### src/rtl/udp_box_writer_if.sv
// Box-writer bus: box descriptors + send request in, byte stream + status out.
// master = request/pop side, slave = the writer itself.
interface udp_box_writer_if #(
   parameter int N_BOX = 1,
   parameter int XW    = 11,
   parameter int YW    = 10
);
   logic                  send;
   logic [N_BOX*XW-1:0]   start_xs;
   logic [N_BOX*YW-1:0]   start_ys;
   logic [N_BOX*XW-1:0]   end_xs;
   logic [N_BOX*YW-1:0]   end_ys;
   logic [N_BOX*24-1:0]   colors;
   logic                  trig;
   logic                  read_en;
   logic [7:0]            tx_data;
   logic [15:0]           tx_data_len;
   logic                  busy;
   logic                  dropped;

   modport master (
      output send, start_xs, start_ys, end_xs, end_ys, colors, read_en,
      input  trig, tx_data, tx_data_len, busy, dropped
   );

   modport slave (
      input  send, start_xs, start_ys, end_xs, end_ys, colors, read_en,
      output trig, tx_data, tx_data_len, busy, dropped
   );
endinterface

### src/rtl/udp_box_writer.sv
// Serializes N_BOX 48-bit box words into a FWFT byte stream for a UDP transmitter.
// trig one cycle after send; bytes pop on read_en; send while busy is dropped.
module udp_box_writer #(
   parameter int N_BOX   = 1,
   parameter int H_ACT   = 1280,
   parameter int V_ACT   = 720,
   parameter int C_DEP   = 2,
   parameter int TIMEOUT = 125_000_000
) (
   input  logic              clk_i,
   input  logic              rstn_i,
   udp_box_writer_if.slave   bus
);
   localparam int XW = $clog2(H_ACT);
   localparam int YW = $clog2(V_ACT);
   localparam int NB = 6 * N_BOX;
   localparam int PW = $clog2(NB + 1);
   localparam int TW = $clog2(TIMEOUT + 1);

   localparam logic [PW-1:0] PTR_LAST = PW'(NB - 1);
   localparam logic [TW-1:0] TMO_LAST = TW'(TIMEOUT - 1);

   if (2*XW + 2*YW + 3*C_DEP != 48) begin : g_bad_cfg
      $error("udp_box_writer: box fields must pack into exactly 48 bits");
   end

   typedef enum logic [1:0] {
      ST_IDLE = 2'd0,
      ST_REQ  = 2'd1,
      ST_WAIT = 2'd2,
      ST_SEND = 2'd3
   } state_t;

   state_t          state_q;
   logic [PW-1:0]   ptr_q;
   logic [TW-1:0]   cnt_q;
   logic            trig_q;
   logic            busy_q;
   logic            dropped_q;
   logic [7:0]      shadow_q [NB];
   logic [7:0]      shadow_d [NB];

   // Byte 0 of the packet is the MSB byte of box 0.
   always_comb begin
      logic [47:0] w;
      logic [7:0]  r8, g8, b8;
      w  = '0;
      r8 = '0;
      g8 = '0;
      b8 = '0;
      for (int i = 0; i < NB; i++) shadow_d[i] = '0;
      for (int b = 0; b < N_BOX; b++) begin
         r8 = bus.colors[b*24+16 +: 8];
         g8 = bus.colors[b*24+8  +: 8];
         b8 = bus.colors[b*24    +: 8];
         w  = {bus.start_xs[b*XW +: XW], bus.start_ys[b*YW +: YW],
               bus.end_xs[b*XW +: XW],   bus.end_ys[b*YW +: YW],
               r8[7 -: C_DEP], g8[7 -: C_DEP], b8[7 -: C_DEP]};
         for (int k = 0; k < 6; k++) shadow_d[b*6+k] = w[47-8*k -: 8];
      end
   end

   always_ff @(posedge clk_i or negedge rstn_i) begin
      if (!rstn_i) begin
         state_q   <= ST_IDLE;
         ptr_q     <= '0;
         cnt_q     <= '0;
         trig_q    <= 1'b0;
         busy_q    <= 1'b0;
         dropped_q <= 1'b0;
         for (int i = 0; i < NB; i++) shadow_q[i] <= '0;
      end else begin
         trig_q    <= 1'b0;
         dropped_q <= 1'b0;
         case (state_q)
            ST_IDLE: begin
               if (bus.send) begin
                  shadow_q <= shadow_d;
                  ptr_q    <= '0;
                  cnt_q    <= '0;
                  trig_q   <= 1'b1;
                  busy_q   <= 1'b1;
                  state_q  <= ST_REQ;
               end
            end
            ST_REQ: begin
               dropped_q <= bus.send;
               cnt_q     <= '0;
               state_q   <= ST_WAIT;
            end
            ST_WAIT: begin
               dropped_q <= bus.send;
               if (bus.read_en) begin
                  ptr_q   <= ptr_q + PW'(1);
                  state_q <= ST_SEND;
               end else if (cnt_q == TMO_LAST) begin
                  dropped_q <= 1'b1;
                  busy_q    <= 1'b0;
                  state_q   <= ST_IDLE;
               end else begin
                  cnt_q <= cnt_q + TW'(1);
               end
            end
            ST_SEND: begin
               // A send coinciding with the final pop still sees the block busy.
               dropped_q <= bus.send;
               if (bus.read_en) begin
                  ptr_q <= ptr_q + PW'(1);
                  if (ptr_q == PTR_LAST) begin
                     busy_q  <= 1'b0;
                     state_q <= ST_IDLE;
                  end
               end
            end
            default: begin
               busy_q  <= 1'b0;
               state_q <= ST_IDLE;
            end
         endcase
      end
   end

   logic showing;
   assign showing = (state_q == ST_WAIT || state_q == ST_SEND) && (ptr_q <= PTR_LAST);

   assign bus.tx_data     = showing ? shadow_q[ptr_q] : 8'h00;
   assign bus.tx_data_len = 16'(NB);
   assign bus.trig        = trig_q;
   assign bus.busy        = busy_q;
   assign bus.dropped     = dropped_q;
endmodule

### src/flat_wrapper.sv
// flat-port wrapper written by rule: the top's interface ports become plain ports
module udp_box_writer_flat 
#(
   parameter int N_BOX   = 1,
   parameter int H_ACT   = 1280,
   parameter int V_ACT   = 720,
   parameter int C_DEP   = 2,
   parameter int TIMEOUT = 125_000_000
)
  (clk_i, rstn_i, bus_send, bus_start_xs, bus_start_ys, bus_end_xs, bus_end_ys, bus_colors, bus_read_en, bus_trig, bus_tx_data, bus_tx_data_len, bus_busy, bus_dropped);
  udp_box_writer_if #(.N_BOX(N_BOX)) bus_i ();
  input  logic clk_i;
  input  logic rstn_i;
  input wire logic [$bits(bus_i.send)-1:0] bus_send;
  input wire logic [$bits(bus_i.start_xs)-1:0] bus_start_xs;
  input wire logic [$bits(bus_i.start_ys)-1:0] bus_start_ys;
  input wire logic [$bits(bus_i.end_xs)-1:0] bus_end_xs;
  input wire logic [$bits(bus_i.end_ys)-1:0] bus_end_ys;
  input wire logic [$bits(bus_i.colors)-1:0] bus_colors;
  input wire logic [$bits(bus_i.read_en)-1:0] bus_read_en;
  output wire logic [$bits(bus_i.trig)-1:0] bus_trig;
  output wire logic [$bits(bus_i.tx_data)-1:0] bus_tx_data;
  output wire logic [$bits(bus_i.tx_data_len)-1:0] bus_tx_data_len;
  output wire logic [$bits(bus_i.busy)-1:0] bus_busy;
  output wire logic [$bits(bus_i.dropped)-1:0] bus_dropped;
  assign bus_i.send = bus_send;
  assign bus_i.start_xs = bus_start_xs;
  assign bus_i.start_ys = bus_start_ys;
  assign bus_i.end_xs = bus_end_xs;
  assign bus_i.end_ys = bus_end_ys;
  assign bus_i.colors = bus_colors;
  assign bus_i.read_en = bus_read_en;
  assign bus_trig = bus_i.trig;
  assign bus_tx_data = bus_i.tx_data;
  assign bus_tx_data_len = bus_i.tx_data_len;
  assign bus_busy = bus_i.busy;
  assign bus_dropped = bus_i.dropped;
  udp_box_writer #(.N_BOX(N_BOX), .H_ACT(H_ACT), .V_ACT(V_ACT), .C_DEP(C_DEP), .TIMEOUT(TIMEOUT)) u_core (.clk_i(clk_i), .rstn_i(rstn_i), .bus(bus_i));
endmodule
### config.mk
export PLATFORM = sky130hd
export DESIGN_NAME = udp_box_writer_flat
export DESIGN_NICKNAME = d
export VERILOG_FILES = /design/src/rtl/udp_box_writer_if.sv /design/src/rtl/udp_box_writer.sv /design/src/flat_wrapper.sv
export SDC_FILE = /design/constraint.sdc
export NUM_CORES = 1
export LEC_CHECK = 0
export ABC_AREA = 1
export CELL_PAD_IN_SITES_DETAIL_PLACEMENT = 1
export CELL_PAD_IN_SITES_GLOBAL_PLACEMENT = 2
export CORE_ASPECT_RATIO = 0.8
export CORE_MARGIN = 1.5
export CORE_UTILIZATION = 35
export DETAILED_ROUTE_END_ITERATION = 10
export DONT_BUFFER_PORTS = 1
export MAX_ROUTING_LAYER = met4
export PLACE_DENSITY_LB_ADDON = 0.1
export SETUP_SLACK_MARGIN = 0.02
export SLEW_MARGIN = 20
export SYNTH_ARGS = -nofsm -noshare
export SYNTH_HDL_FRONTEND = slang
export SYNTH_SLANG_ARGS = --single-unit
### constraint.sdc
create_clock -name clk_i -period 2.4 [get_ports clk_i]
set_clock_uncertainty 0.1 [all_clocks]
set_input_delay 0.36 -clock clk_i [delete_from_list [all_inputs] [get_ports clk_i]]
set_output_delay 0.36 -clock clk_i [all_outputs]
set_load 0.02 [all_outputs]
# ---- Word-level counts from Yosys, hierarchy flattened
# Cells that the tools add are included.
dict set report word_totals {
  word_cells 71
  regBits 83
}
dict set report classes {
  muxes 28
  n_reduce_logical 13
  n_bitwise 1
  n_lt_le_gt_ge 2
  n_eq_ne 13
  add_sub_neg 2
}
# operator n
set ops {}
lappend ops {{27-bit 2-to-1 mux} 3}
lappend ops {{27-bit one-hot mux with 3 select lines} 1}
lappend ops {{27-bit by 1-bit adder with 27-bit output (second input constant)} 1}
lappend ops {{27-bit == test (second input constant)} 1}
lappend ops {{8-bit binary-select mux with 3-bit select} 1}
lappend ops {{8-bit 2-to-1 mux} 3}
lappend ops {{2-bit 2-to-1 mux} 5}
lappend ops {{1-bit 2-to-1 mux} 9}
lappend ops {{2-bit inequality test (second input constant)} 4}
lappend ops {{2-bit one-hot mux with 4 select lines} 1}
lappend ops {{4-bit AND reduction} 2}
lappend ops {{3-bit 2-to-1 mux} 2}
lappend ops {{2-bit by 1-bit inequality test with 1-bit output (second input constant)} 3}
lappend ops {{3-bit one-hot mux with 2 select lines} 1}
lappend ops {{6-bit AND reduction} 1}
lappend ops {{3-bit nonzero test} 2}
lappend ops {{2-bit == test (second input constant)} 2}
lappend ops {{4-bit >= comparator (second input constant)} 1}
lappend ops {{3-bit NOT with 4-bit output} 1}
lappend ops {{2-bit OR reduction} 2}
lappend ops {{3-bit by 1-bit adder with 3-bit output (second input constant)} 1}
lappend ops {{3-bit == test (second input constant)} 1}
lappend ops {{3-bit <= comparator (second input constant)} 1}
lappend ops {{3-bit by 2-bit inequality test with 1-bit output (second input constant)} 1}
lappend ops {{other kinds (9)} 9}

# ---- Logic depth before layout (Yosys ltp)
dict set report logic_depth {
  depth_word 5
  depth_mapped 10
}

# ---- Worst setup path before layout
# Ideal clock, no wire load.
dict set report synth_path {
  path_type {register to output}
  startpoint {reg u_core.ptr_q[0]}
  endpoint {out bus_tx_data[5]}
  path_buffers 2
  arrival_time_ns 1.534
  slack_ns 0.406
  path_stages_with_launch 8
  path_cell_list {dfrtp_1 -> buf_2 -> inv_1 -> clkbuf_1 -> nor2_1 -> o22ai_1 -> nand2_1 -> a21oi_1}
}
dict set report synth_between {
  elab_chain_cells 5
}
# element line
set synth_rtl {}
lappend synth_rtl {{start: declaration} udp_box_writer.sv:35} ;# logic [PW-1:0] ptr_q;
lappend synth_rtl {{start signal: assignment} udp_box_writer.sv:94} ;# ptr_q <= ptr_q + PW'(1);
lappend synth_rtl {{start signal: assignment} udp_box_writer.sv:108} ;# ptr_q <= ptr_q + PW'(1);
lappend synth_rtl {{3-bit NOT with 4-bit output (implied by the code)} udp_box_writer.sv:126} ;# assign bus.tx_data = showing ? shadow_q[ptr_q] : 8'h00;
lappend synth_rtl {{8-bit binary-select mux with 3-bit select} udp_box_writer.sv:126}
lappend synth_rtl {{8-bit 2-to-1 mux (implied by the code) (2 in series)} udp_box_writer.sv:126}
lappend synth_rtl {{8-bit 2-to-1 mux (*)} udp_box_writer.sv:126}
lappend synth_rtl {{end: declaration} flat_wrapper.sv:22} ;# output wire logic [$bits(bus_i.tx_data)-1:0] bus_tx_data;
# Mark *: on every way between the ends. The rest lies on a longest branch, timed or not. The select of a mux whose other input is x is not followed.

# ---- Worst setup path after layout
dict set report layout_path {
  startpoint {reg u_core.ptr_q[0]}
  endpoint {out bus_tx_data[4]}
}
# The elaborated chain is that of the path after synthesis.

==> flow_metrics.tcl <==
set metrics [dict create \
    status "finished with violations" \
    violations "hold timing" \
    clock_latency_ns 0.35 \
    die_area_mm2 0.0145 \
    nNetsFinal 770 \
    cts_buffer_depth 2 \
    hold_path.class "input pin to async pin" \
    start_kind "flop" \
    wirelength_um 14100 \
    whs_ns -0.399 \
    antenna_cells 0 \
    power.internal_w 0.00364 \
    yosysTopAreaCell "dfrtp_1" \
    cap_violations 0 \
    clock-sinks 83 \
    final_common_cell "nand2_1" \
    p_leak_nw 2.57 \
    crit_chain "inv_2, buf_12, o21ai_0, o22ai_1, nand2_1, a21oi_1, buf_4" \
    grt_pass1_vias 4477 \
    grtUsageMet1_pct 30.2 \
    ys_ff_latch 83 \
    coreArea_mm2 0.0136 \
    htreeDepth 3 \
    synth_warnings 0 \
    vias_per_cell 4.95 \
    area_delta_synth_final_pct 12.6 \
    use_met2_pct 31.1 \
    critPathTopFamily "compound AO/OA/AOI/OAI gates" \
    start_util_pct 35.7 \
    yosysSeqAreaShare_pct 42.9 \
    min_period_over_period_pct 94.1 \
    combPwrFrac_pct 39.7 \
    die_h_um 108 \
    cts.clk_slew.worst_paths_ns 0.07 \
    hpwl_um 10200 \
    slowest_delay_ns 0.40 \
    drc 0 \
    grt_max_degree 84 \
    die-width_um 134 \
    firstDrtPassIters 4 \
    critical_path.startpoint "u_core.ptr_q[0]" \
    worst_pin_slew_ns 0.518 \
    synth_top_area_share_pct 42.9 \
    p_clk_share_pct 25.5 \
    syn_inst 684 \
    finalSetupViolCount 0 \
    ir_drop_mv 0.746 \
    required_ns 1.94 \
    yosys-top-cells-area "dfrtp_1 43%, nand2_1 22%, nor2_1 5.5%" \
    timing.fmax_mhz 443 \
    finalSetupTns_ns 0 \
    relSlewSlack_pct 65.5 \
    slowest_stage "dfrtp_1" \
    multi_input_area_mm2 0.00244 \
    yosysUniqueCellTypes 33 \
    finalMaxSlewViolations 0 \
    regToRegStartpoint "u_core.state_q[1]" \
    row_count 38 \
    crit_buf_inv 3 \
    arrival_ns 1.80 \
    avgSynthCellArea_um2 7.08 \
    grt_util_met3_pct 4.08 \
    io_buffer_count 0 \
    cts_tree "done" \
    track_usage_pct 21.3 \
    fill_cells 1721 \
    path_max_fanout 19 \
    place.gp.congestion 0.839 \
    critical_path_class "flop to output port" \
    pin_count 97 \
    numCtsBuffers 9 \
    p_seq_share_pct 34.7 \
    drive_gt1_share_pct 10.2 \
    finalHoldViolations 83 \
    end_kind "output port" \
    rsz0062_at_grt "false" \
    period_needed_ns 2.26 \
    regArea_mm2 0.00208 \
    switching_share_pct 41.1 \
    cellPowerDensity_mw_per_mm2 1130 \
    ant_nets 0 \
    wl_per_cell_um 16.1 \
    p_sw_w 0.00254 \
    drt-initial-drc-count 192 \
    via_count 4346 \
    top_usage_layer "met2" \
    overflow 0 \
    antenna_found_initial 0 \
    grt_pass1_wl_um 23200 \
    synthesis.area_mm2 0.00484 \
    final_cell_mix "290 x nand2_1, 83 x dfrtp_1, 70 x nor2_1" \
    root_buffer "clkbuf_16" \
]
==> worst paths after layout <==
| path | to | depth (start not counted) | slack [ns] |
|---|---|---|---|
| worst max-delay path | bus_tx_data[4] | 7 | 0.14 |
| worst min-delay path | u_core.cnt_q[23] | 0 | -0.40 |
| worst max register to register | u_core.cnt_q[15] | 9 | 0.38 |
| worst min register to register | u_core.shadow_q[12] | 2 | 0.37 |
| max in group asynchronous | u_core.shadow_q[12] | 0 | 2.39 |
| min in group clk_i | u_core.shadow_q[39] | 2 | 0.01 |
==> area by class of cell <==
class                   instances  area share (%)
clock buffers                   9            4.13
clock inverters                 7            1.93
inverters                      37            2.62
multi-input cells             536            44.8
flip-flops and latches         83            38.1
well taps                     180            4.13
repair buffers                 26            4.34
==> power groups by stage <==
stage                     Clock, W  Sequential [W]  Combinational, W
final                      0.00158         0.00215           0.00245
after global routing       0.00167         0.00221           0.00276
after detailed placement         0         0.00216           0.00238
after CTS                  0.00162         0.00214           0.00243
after global placement           0         0.00215           0.00230
after floorplan                  0         0.00208           0.00175
==> cells by family after synthesis <==
group,Yosys count,synth area share (%)
DFF,83,42.9
and+or+nand+nor,420,34.7
buffers and inverters,79,8.56
adders and majority gates,7,1.81
AOI/OAI and AO/OA,89,11.1
xor gates and xnor gates,4,0.724
other,2,0.155
==> synthesized netlist by cell type, drive strengths merged <==
cell      n
ha        7
nand3    46
conb      2
a21oi    10
nand2   292
nand4     4
o21a      8
inv      37
o22ai     9
o21bai    3
o21ai    57
xor2      4
a211oi    1
or2       3
dfrtp    83
clkbuf   16
a31oi     1
nor2     73
nor3      1
buf      26
nand3b    1
==> flip-flops by register name, indices dropped and copies added, names as in the netlist <==
signal / cells
u_core.bus.busy: 1
u_core.bus.dropped: 1
u_core.bus.trig: 1
u_core.cnt_q: 27
u_core.ptr_q: 3
u_core.shadow_q: 48
u_core.state_q: 2
==> stage by stage <==
step / instances / utilization, % / power [W] / worst slack, ns / cell area, um2
2_1_floorplan: 698 / - / 0.00383 / 0.406 / 4890
3_5_place_dp: 860 / 37.3 / 0.00454 / 0.303 / 5060
5_1_grt: 878 / 40.2 / 0.00664 / 0.0241 / 5450
6_report: 878 / 40.2 / 0.00618 / 0.143 / 5450
4_1_cts: 877 / 39.9 / 0.00619 / 0.0232 / 5410
3_3_place_gp: 860 / 37.3 / 0.00444 / 0.346 / 5060
==> routing by layer <==
layer,vias to the layer above,routed length (um),share of wire [%]
met4,0,163,1.2
li1,2165,-,-
met3,12,535,3.8
met5,-,0,0
met2,72,5960,42
met1,2097,7450,53
==> timing repair <==
| action | 4_1_cts | 5_1_grt |
|---|---|---|
| resized for setup | 3 | 8 |
| hold endpoints to repair | 83 | 83 |
| pin swaps | 1 | 0 |
| setup buffers | 1 | 1 |
| endpoints found under the setup margin | 8 | 8 |
(Power assumes the default switching activity.)
